`config.mk`:
```
export PLATFORM = sky130hd
export DESIGN_NAME = adder_seq_ctrl
export DESIGN_NICKNAME = d
export VERILOG_FILES = /design/src/rtl/adder_seq_pkg.sv /design/src/rtl/add8_slice.sv /design/src/rtl/adder_seq_ctrl.sv
export SDC_FILE = /design/constraint.sdc
export NUM_CORES = 1
export LEC_CHECK = 0
export CAP_MARGIN = 20
export CORE_MARGIN = 4
export CORE_UTILIZATION = 50
export CTS_CLUSTER_DIAMETER = 60
export DETAILED_ROUTE_END_ITERATION = 8
export PLACE_DENSITY = 0.79
export SYNTH_ARGS = -nofsm -noshare
export SYNTH_HDL_FRONTEND = slang
export SYNTH_SLANG_ARGS = --single-unit
```
`constraint.sdc`:
```
create_clock -name clock -period 5.9 [get_ports clock]
set_input_delay 1.77 -clock clock [delete_from_list [all_inputs] [get_ports clock]]
set_output_delay 1.77 -clock clock [all_outputs]
set_load 0.02 [all_outputs]
```
`src/rtl/adder_seq_pkg.sv`:
```
`default_nettype none
// +--------------------------------------------------------------------------+
// | adder_seq_pkg : shared constants and FSM encoding for adder_seq_ctrl     |
// | Rev 1.0                                                                  |
// +--------------------------------------------------------------------------+
package adder_seq_pkg;

  localparam int BYTE_W         = 8;
  localparam int NBYTES_DEFAULT = 4;

  typedef enum logic [1:0] {
    S_IDLE = 2'd0,
    S_RUN  = 2'd1,
    S_DONE = 2'd2
  } state_t;

endpackage
`default_nettype wire

```
`src/rtl/add8_slice.sv`:
```
`default_nettype none
// +--------------------------------------------------------------------------+
// | add8_slice : 8-bit ripple-carry adder slice (a + b + cin -> s, cout)     |
// | Rev 1.0                                                                  |
// +--------------------------------------------------------------------------+
module add8_slice
  import adder_seq_pkg::*;
(
  input  logic [BYTE_W-1:0] i_a,
  input  logic [BYTE_W-1:0] i_b,
  input  logic              i_cin,
  output logic [BYTE_W-1:0] o_s,
  output logic              o_cout
);

  logic [BYTE_W:0] w_c;

  assign w_c[0] = i_cin;

  for (genvar i = 0; i < BYTE_W; i++) begin : g_bit
    assign o_s[i]     = i_a[i] ^ i_b[i] ^ w_c[i];
    assign w_c[i + 1] = (i_a[i] & i_b[i]) | (w_c[i] & (i_a[i] ^ i_b[i]));
  end

  assign o_cout = w_c[BYTE_W];

endmodule
`default_nettype wire

```
`src/rtl/adder_seq_ctrl.sv`:
```
`default_nettype none
// +--------------------------------------------------------------------------+
// | adder_seq_ctrl : byte-serial add/sub of two NBYTES operands, one shared  |
// | 8-bit slice. Define SUB_EN to enable subtraction via op_sub.   Rev 1.0   |
// +--------------------------------------------------------------------------+
module adder_seq_ctrl
  import adder_seq_pkg::*;
#(
  parameter int NBYTES = NBYTES_DEFAULT
) (
  input  logic                     clock,
  input  logic                     reset,
  input  logic                     in_valid,
  output logic                     in_ready,
  input  logic [BYTE_W*NBYTES-1:0] a,
  input  logic [BYTE_W*NBYTES-1:0] b,
  input  logic                     cin,
  input  logic                     op_sub,
  output logic                     out_valid,
  input  logic                     out_ready,
  output logic [BYTE_W*NBYTES-1:0] sum,
  output logic                     cout,
  output logic                     busy
);

  localparam int              W        = BYTE_W * NBYTES;
  localparam int              IDX_W    = (NBYTES > 1) ? $clog2(NBYTES) : 1;
  localparam logic [IDX_W-1:0] LAST_IDX = IDX_W'(NBYTES - 1);

  state_t            r_state;
  state_t            w_state_nxt;
  logic [IDX_W-1:0]  r_idx;
  logic              r_carry;
  logic [W-1:0]      r_a;
  logic [W-1:0]      r_b;
  logic [W-1:0]      r_work;
  logic [W-1:0]      r_sum;
  logic              r_cout;

  logic              w_accept;
  logic              w_last;
  logic              w_cin_init;
  logic [BYTE_W-1:0] w_a_byte;
  logic [BYTE_W-1:0] w_b_byte;
  logic [BYTE_W-1:0] w_s;
  logic              w_c;
  logic [W-1:0]      w_work_nxt;

  assign w_accept = in_valid && (r_state == S_IDLE);
  assign w_last   = (r_idx == LAST_IDX);
  assign w_a_byte = r_a[r_idx*BYTE_W +: BYTE_W];

`ifdef SUB_EN
  logic r_sub;

  // Subtract is a + ~b + 1; the forced carry replaces cin.
  assign w_b_byte   = r_b[r_idx*BYTE_W +: BYTE_W] ^ {BYTE_W{r_sub}};
  assign w_cin_init = op_sub | cin;

  always_ff @(posedge clock or posedge reset) begin
    if (reset) begin
      r_sub <= 1'b0;
    end else if (w_accept) begin
      r_sub <= op_sub;
    end
  end
`else
  logic w_unused_op_sub;

  assign w_b_byte        = r_b[r_idx*BYTE_W +: BYTE_W];
  assign w_cin_init      = cin;
  assign w_unused_op_sub = op_sub;
`endif

  add8_slice u_slice (
    .i_a    (w_a_byte),
    .i_b    (w_b_byte),
    .i_cin  (r_carry),
    .o_s    (w_s),
    .o_cout (w_c)
  );

  always_comb begin
    w_work_nxt = r_work;
    w_work_nxt[r_idx*BYTE_W +: BYTE_W] = w_s;
  end

  always_ff @(posedge clock or posedge reset) begin
    if (reset) begin
      r_state <= S_IDLE;
    end else begin
      r_state <= w_state_nxt;
    end
  end

  always_comb begin
    w_state_nxt = r_state;
    case (r_state)
      S_IDLE:  if (w_accept)  w_state_nxt = S_RUN;
      S_RUN:   if (w_last)    w_state_nxt = S_DONE;
      S_DONE:  if (out_ready) w_state_nxt = S_IDLE;
      default:                w_state_nxt = S_IDLE;
    endcase
  end

  always_ff @(posedge clock or posedge reset) begin
    if (reset) begin
      r_idx   <= '0;
      r_carry <= 1'b0;
      r_a     <= '0;
      r_b     <= '0;
      r_work  <= '0;
      r_sum   <= '0;
      r_cout  <= 1'b0;
    end else if (w_accept) begin
      r_a     <= a;
      r_b     <= b;
      r_carry <= w_cin_init;
      r_idx   <= '0;
    end else if (r_state == S_RUN) begin
      r_work  <= w_work_nxt;
      r_carry <= w_c;
      if (w_last) begin
        // Result registers only change here, so sum/cout stay stable in DONE.
        r_sum  <= w_work_nxt;
        r_cout <= w_c;
        r_idx  <= '0;
      end else begin
        r_idx  <= r_idx + 1'b1;
      end
    end
  end

  assign in_ready  = (r_state == S_IDLE);
  assign out_valid = (r_state == S_DONE);
  assign busy      = (r_state != S_IDLE);
  assign sum       = r_sum;
  assign cout      = r_cout;

endmodule
`default_nettype wire
```
==> flow_summary.toml <==
[run_status]
status = "completed"

[yosys]
ys_types = 39
syn_nets = 555
ys_seq_area_share_pct = 51.9
syn_avg_cell_area_um2 = 13.7
syn_area_mm2 = 0.00646
ys_ff_latch = 134
synthCells = 471
synth-warning-count = 0

[power]
comb_power_share_pct = 52.5
power.internal_mw = 3.54
power_frac_clock_pct = 19.4
power_frac_seq_pct = 28.2
power.leakage_nw = 3.49
vdd_drop_max_mv = 0.372
p_per_area_mw_per_mm2 = 705
p_sw_share_pct = 38.8
p_switching_mw = 2.24

[floorplanning]
die_x_um = 122
start_util_pct = 51.2
die_area_mm2 = 0.0148
io_pins = 106
placementRows = 41
fp.dieH_um = 122
core-area_mm2 = 0.0126

[hold_path]
hold_path_depth = 1
min_from = "r_work[29]"
min_path_type = "reg -> reg"
holdPathEnd = "r_work[29]"

[sta]
rsz0062_at_grt = "no"
finalHoldViolCount = 0
finalSetupTns_ns = 0
setup_viol = 0
max_slew.worst_pin.slew_ns = 0.856
slew_violations = 0
fin_crit_sh_pct = 85.7
slew_headroom_pct = 43.0
fmaxAchievable_mhz = 198
finClkSkew_ns = 0.0120
hold_slack_ns = 0.485
min_period_ns = 5.05

[setup_path]
critical_path_arrival_ns = 5.34
crit_type = "reg -> reg"
r2r-end = "sum[7]"
worstReg2RegStart = "r_idx[0]"
cp_max_fo = 9
end_kind = "register"
required_ns = 6.18
r2r_setup_slack_ns = 0.85
critPathLaunchType = "register"
reg2reg_depth = 15

[clock_network]
cts_max_path_buffers = 2
htree_levels = 4
cts.hold.buffers_added = 0
cts_buffers = 17
cts_setup_buffers = 0
numClockSinks = 134
cts_resized = 0
clk_latency_ns = 0.41
cts_root_buffer = "clkbuf_16"
cts_tree = "yes"
clk_pin_slew_ns = 0.06

[global_route]
grt_antenna_before_repair = 0
grt_pass1_vias = 4447
grt_pass1_wl_um = 22900
grt_max_degree = 84
grt_use_total_pct = 20.1
overflow = 0

[detailed_routing]
final_antenna_net_count = 0
route.vias.total = 4094
first_pass_iters = 4
wl_per_cell_um = 18.4
drtIter0Drc = 223
finalWirelength_um = 13900
remaining_drc_errors = 0
viasPerCell = 5.40

[final_layout]
nNetsFinal = 657
final_common_cell = "dfrtp_1"
final_cell_count_no_fill = 758
drive_gt1_share_pct = 21.7
multi_input_area_mm2 = 0.00275
fillers = 951
antenna_cells = 0
areaGrowthSynthToFinish_pct = 27.0
final_cell_area_mm2 = 0.00821
regArea_mm2 = 0.00335
final_cell_mix = "134 x dfrtp_1, 104 x clkdlybuf4s50_1, 60 x mux2_4"
finish.utilization_pct = 65.0

[placed_design]
dpl.hpwl_um = 9540
routabilityCongestion = 0.821
dp_cells = 724
place_area_mm2 = 0.00753
port_buffers = 104

[run]
drv_cap = 0
[critical path: stages (launching register included)]
cell and delay (ns):
dfrtp_1 0.70, mux4_2 0.34, inv_1 0.07, fa_1 0.42, fa_1 0.41, fa_1 0.41
fa_1 0.48, fa_1 0.44, inv_1 0.09, fa_1 0.18, inv_1 0.06, fa_1 0.42
inv_1 0.08, fa_1 0.54, a21oi_1 0.21, a21oi_1 0.08
[worst max-delay path by stage]
stage / from / endpoint
3_3_place_gp: r_idx[0] / sum[7]
5_1_grt: r_idx[0] / sum[7]
3_5_place_dp: r_idx[0] / sum[7]
6_report: r_idx[0] / sum[7]
4_1_cts: r_idx[0] / sum[7]
2_1_floorplan: reset / cout
[power groups by stage]
stage | Combinational [mW] | Sequential, mW | Clock (mW)
after floorplan | 2.00 | 1.68 | 0
after global placement | 2.94 | 1.60 | 0
after detailed placement | 3.02 | 1.63 | 0
after CTS | 3.05 | 1.63 | 1.13
after global routing | 3.27 | 1.69 | 1.18
final | 3.04 | 1.63 | 1.12
[metrics by stage]
step / power (mW) / setup slack [ns]
after global routing: 6.13 / 0.548
final: 5.79 / 0.846
after global placement: 4.55 / 0.921
after floorplan: 3.68 / 0.547
after detailed placement: 4.65 / 0.808
after CTS: 5.81 / 0.741
[sequential cells by signal, summed over array words and instances (netlist names)]
name     flops
r_b         32
r_a         32
sum         32
r_carry      1
r_state      2
r_idx        2
cout         1
r_work      32
[cell usage after synthesis, drive strengths merged]
library cell / number / area share (%)
dfrtp: 134 / 52
mux2: 65 / 15
nand2b: 36 / 3.5
inv: 30 / 1.7
nor2: 28 / 1.6
o2bb2ai: 28 / 3.8
buf: 22 / 3.4
a31oi: 18 / 1.7
a21oi: 17 / 1.3
mux4: 16 / 5.6
nor2b: 11 / 1.1
fa: 8 / 2.5
nand2: 8 / 0.46
clkbuf: 6 / 0.35
ha: 6 / 1.2
o21a: 6 / 0.70
o221ai: 6 / 0.81
a22o: 4 / 0.54
and4bb: 3 / 0.58
and3b: 2 / 0.27
nor4bb: 2 / 0.31
o21ai: 2 / 0.15
a21o: 1 / 0.12
a32o: 1 / 0.15
and2: 1 / 0.14
and4b: 1 / 0.15
mux2i: 1 / 0.15
nand3b: 1 / 0.12
nand4: 1 / 0.097
nand4b: 1 / 0.14
nand4bb: 1 / 0.17
nor3: 1 / 0.077
o21bai: 1 / 0.12
or2: 1 / 0.14
or3: 1 / 0.097
[cells by family (layout without fill, tap and decap cells)]
family,after synthesis,count (layout),share of synthesized area [%]
mux,82,82,20.5
fa+ha+maj,14,14,3.64
simple gates,99,99,8.93
flops,134,134,51.9
buf+inv,58,173,5.54
compound gates,84,84,9.45
[per-layer routing]
layer | GRT usage [%] | part of all wire [%] | up-vias
met3 | 4.83 | 5.4 | 15
met4 | 5.95 | 1.3 | 0
met1 | 26.5 | 42 | 2076
li1 | - | - | 1882
met2 | 33.5 | 51 | 121
met5 | 0 | 0 | -
[final cells by class]
type,instances,area share (%)
Timing Repair Buffer,111,13.9
Multi-Input combinational cell,279,33.5
Clock buffer,20,5.56
Inverter,30,1.40
Sequential cell,134,40.9
Tap cell,172,2.62
Clock inverter,12,2.15
Power figures use the tool's default switching activity.
==> variant: new RTL, same settings <==
The option `SUB_EN` is turned on by a define.
--- a/src/rtl/adder_seq_ctrl.sv
+++ b/src/rtl/adder_seq_ctrl.sv
@@ -3,6 +3,8 @@
 // | adder_seq_ctrl : byte-serial add/sub of two NBYTES operands, one shared  |
 // | 8-bit slice. Define SUB_EN to enable subtraction via op_sub.   Rev 1.0   |
 // +--------------------------------------------------------------------------+
+`define SUB_EN
+
 module adder_seq_ctrl
   import adder_seq_pkg::*;
 #(
Function: changed (Yosys sat finds a counterexample within 10 cycles, from zero or initial values and one cycle with reset high).
==> variant against the original RTL <==
Power is 4.6% lower. Fmax is 3.6% higher. Combinational power is 8.2% lower. Sequential cell count is 1 higher. Synthesized area is 6.4% lower. Worst setup slack better by 0.18 ns. Global-route usage is 1.6 points higher. Design area is 4.3% lower. Synthesized cell count is 25% higher. Critical path depth is 1 lower. Routed wire length is 3.8% higher.
==> variant: results (changes against the original RTL) <==
Global route
  • Number of global-route vias before repair: 5015 (+13%)
  • Met3 GRT Util: 5.62% (+0.79 points)
  • Largest net degree at the start of global routing: 136 (+62%)
  • Global Route Usage Sum: 21.7% (+1.6 points)
  • First-pass GRT wire length: 24300 µm (+6.2%)
  • GR Util met2: 36.5% (+3.0 points)
  • Met1 Track Usage GR: 26.9% (+0.48 points)

Power
  • Net Switching: 0.00241 W (+7.2%)
  • Cell Int Power: 0.00312 W (-12%)
  • Comb. pwr: 0.00279 W (-8.2%)
  • Leak: 3.71 nW (+6.4%)
  • Sequential power share: 29.2% (+1.0 points)
  • Worst VDD drop: 0.426 mV (+15%)

Placement
  • Placed Cells: 806 (+11%)
  • Hpwl dp: 9870 µm (+3.4%)
  • Gpl congestion: 0.857 (+4.3%)
  • IO Port Bufs: 105 (+0.96%)
  • Place WS: 1.10 ns (+0.294 ns)
  • Area post-placement: 7190 µm² (-4.4%)

Setup path
  • Crit Path Class: flip-flop to flip-flop
  • Critical R2R Launch: r_idx[0]
  • CP max FO: 16 (+7)
  • FF-to-FF path depth: 14 (-1)
  • Internal reg-to-reg setup slack: 1.02 ns (+0.18 ns)
  • Slowest cell delay on critical path: 0.62 ns (-0.08 ns)
  • CP arrival: 5.23 ns (-0.11 ns)
  • Setup crit end: sum[15]

Detailed routing
  • DRT Pass-1 Iters: 5 (+1)
  • WL met2: 7340 µm (+2.6%)
  • Wire per inst: 17.2 µm (-6.2%)
  • Met3 WL: 831 µm (+9.8%)
  • Met1 Wirelength: 5920 µm (+1.3%)
  • Initial DRC Count: 337 (+51%)
  • Vias/cell: 5.57 (+3.1%)
  • Via count: 4672 (+14%)

Yosys
  • Syn_nets: 673 (+21%)
  • Synth unique cells: 35 (-10%)
  • Top cells by count, synth: 204 x nand2_1, 135 x dfrtp_1, 64 x nor2_1, 32 x a221oi_1, 23 x a22o_1
  • Primary FF master, synth: dfrtp_1
  • Average instance area after synthesis: 10.3 µm² (-25%)
  • Sequential area share after synthesis: 55.8% (+3.9 points)
  • Synth top area cells: dfrtp_1 56%, nand2_1 13%, mux4_2 6.0%

Worst hold path
  • Worst Hold End: r_a[12]
  • Worst hold start: r_a[12]
  • Worst hold path depth: 2 (+1)

Timing
  • Hold slack: 0.470 ns (-0.0155 ns)
  • Setup Skew: 0.00770 ns (-0.00426 ns)
  • Slew HR: 54.5% (+12 points)
  • Max Fclk: 0.205 GHz (+3.6%)

Clocking
  • Max H-tree Level: 4 (unchanged)
  • Max Root-Sink Buffers: 2 (unchanged)
  • Post-cts sizing count: 0 (unchanged)
  • Clk_lat worst skew: 0.42 ns
  • Num CTS Buffers: 17 (unchanged)

Layout
  • Layout cells sized above 1: 9.05% (-13 points)
  • Nets: 767 (+17%)
  • Antenna diodes: 0 (unchanged)

Run status
  • Status: complete, no violations
[variant: cell types whose count changed in the layout (fill, tap and decap cells not counted), moves of 17 or more]
| cell | change |
|---|---|
| nand2_1 | +196 |
| mux2_4 | -60 |
| nor2_1 | +36 |
| nand2b_1 | -33 |
| a221oi_1 | +32 |
| a22o_1 | +19 |
| o2bb2ai_1 | -19 |
| a31oi_1 | -18 |
| a21oi_1 | -17 |
[variant: cell type report]
cell class              count  area, µm²
clock inverters            12        175
flip-flops and latches    135       3380
clock buffers              20        457
repair buffers            115       1160
multi-input cells         398       2440
inverters                  16       62.6
well taps                 143        179
fillers                   847       3760
[variant: logic make-up (layout without fill, tap and decap cells)]
kind of cell             Yosys count  in the layout  synth area share, %
AND/OR/NAND/NOR                  289            289                 19.3
multiplexers                      16             16                 5.96
AO/OA/AOI/OAI                     71             71                 9.97
flip-flops                       135            135                 55.8
buffers and inverters             56            163                 3.87
adder cells (fa/ha/maj)           14             14                 3.89
XOR/XNOR                           8              8                 1.16
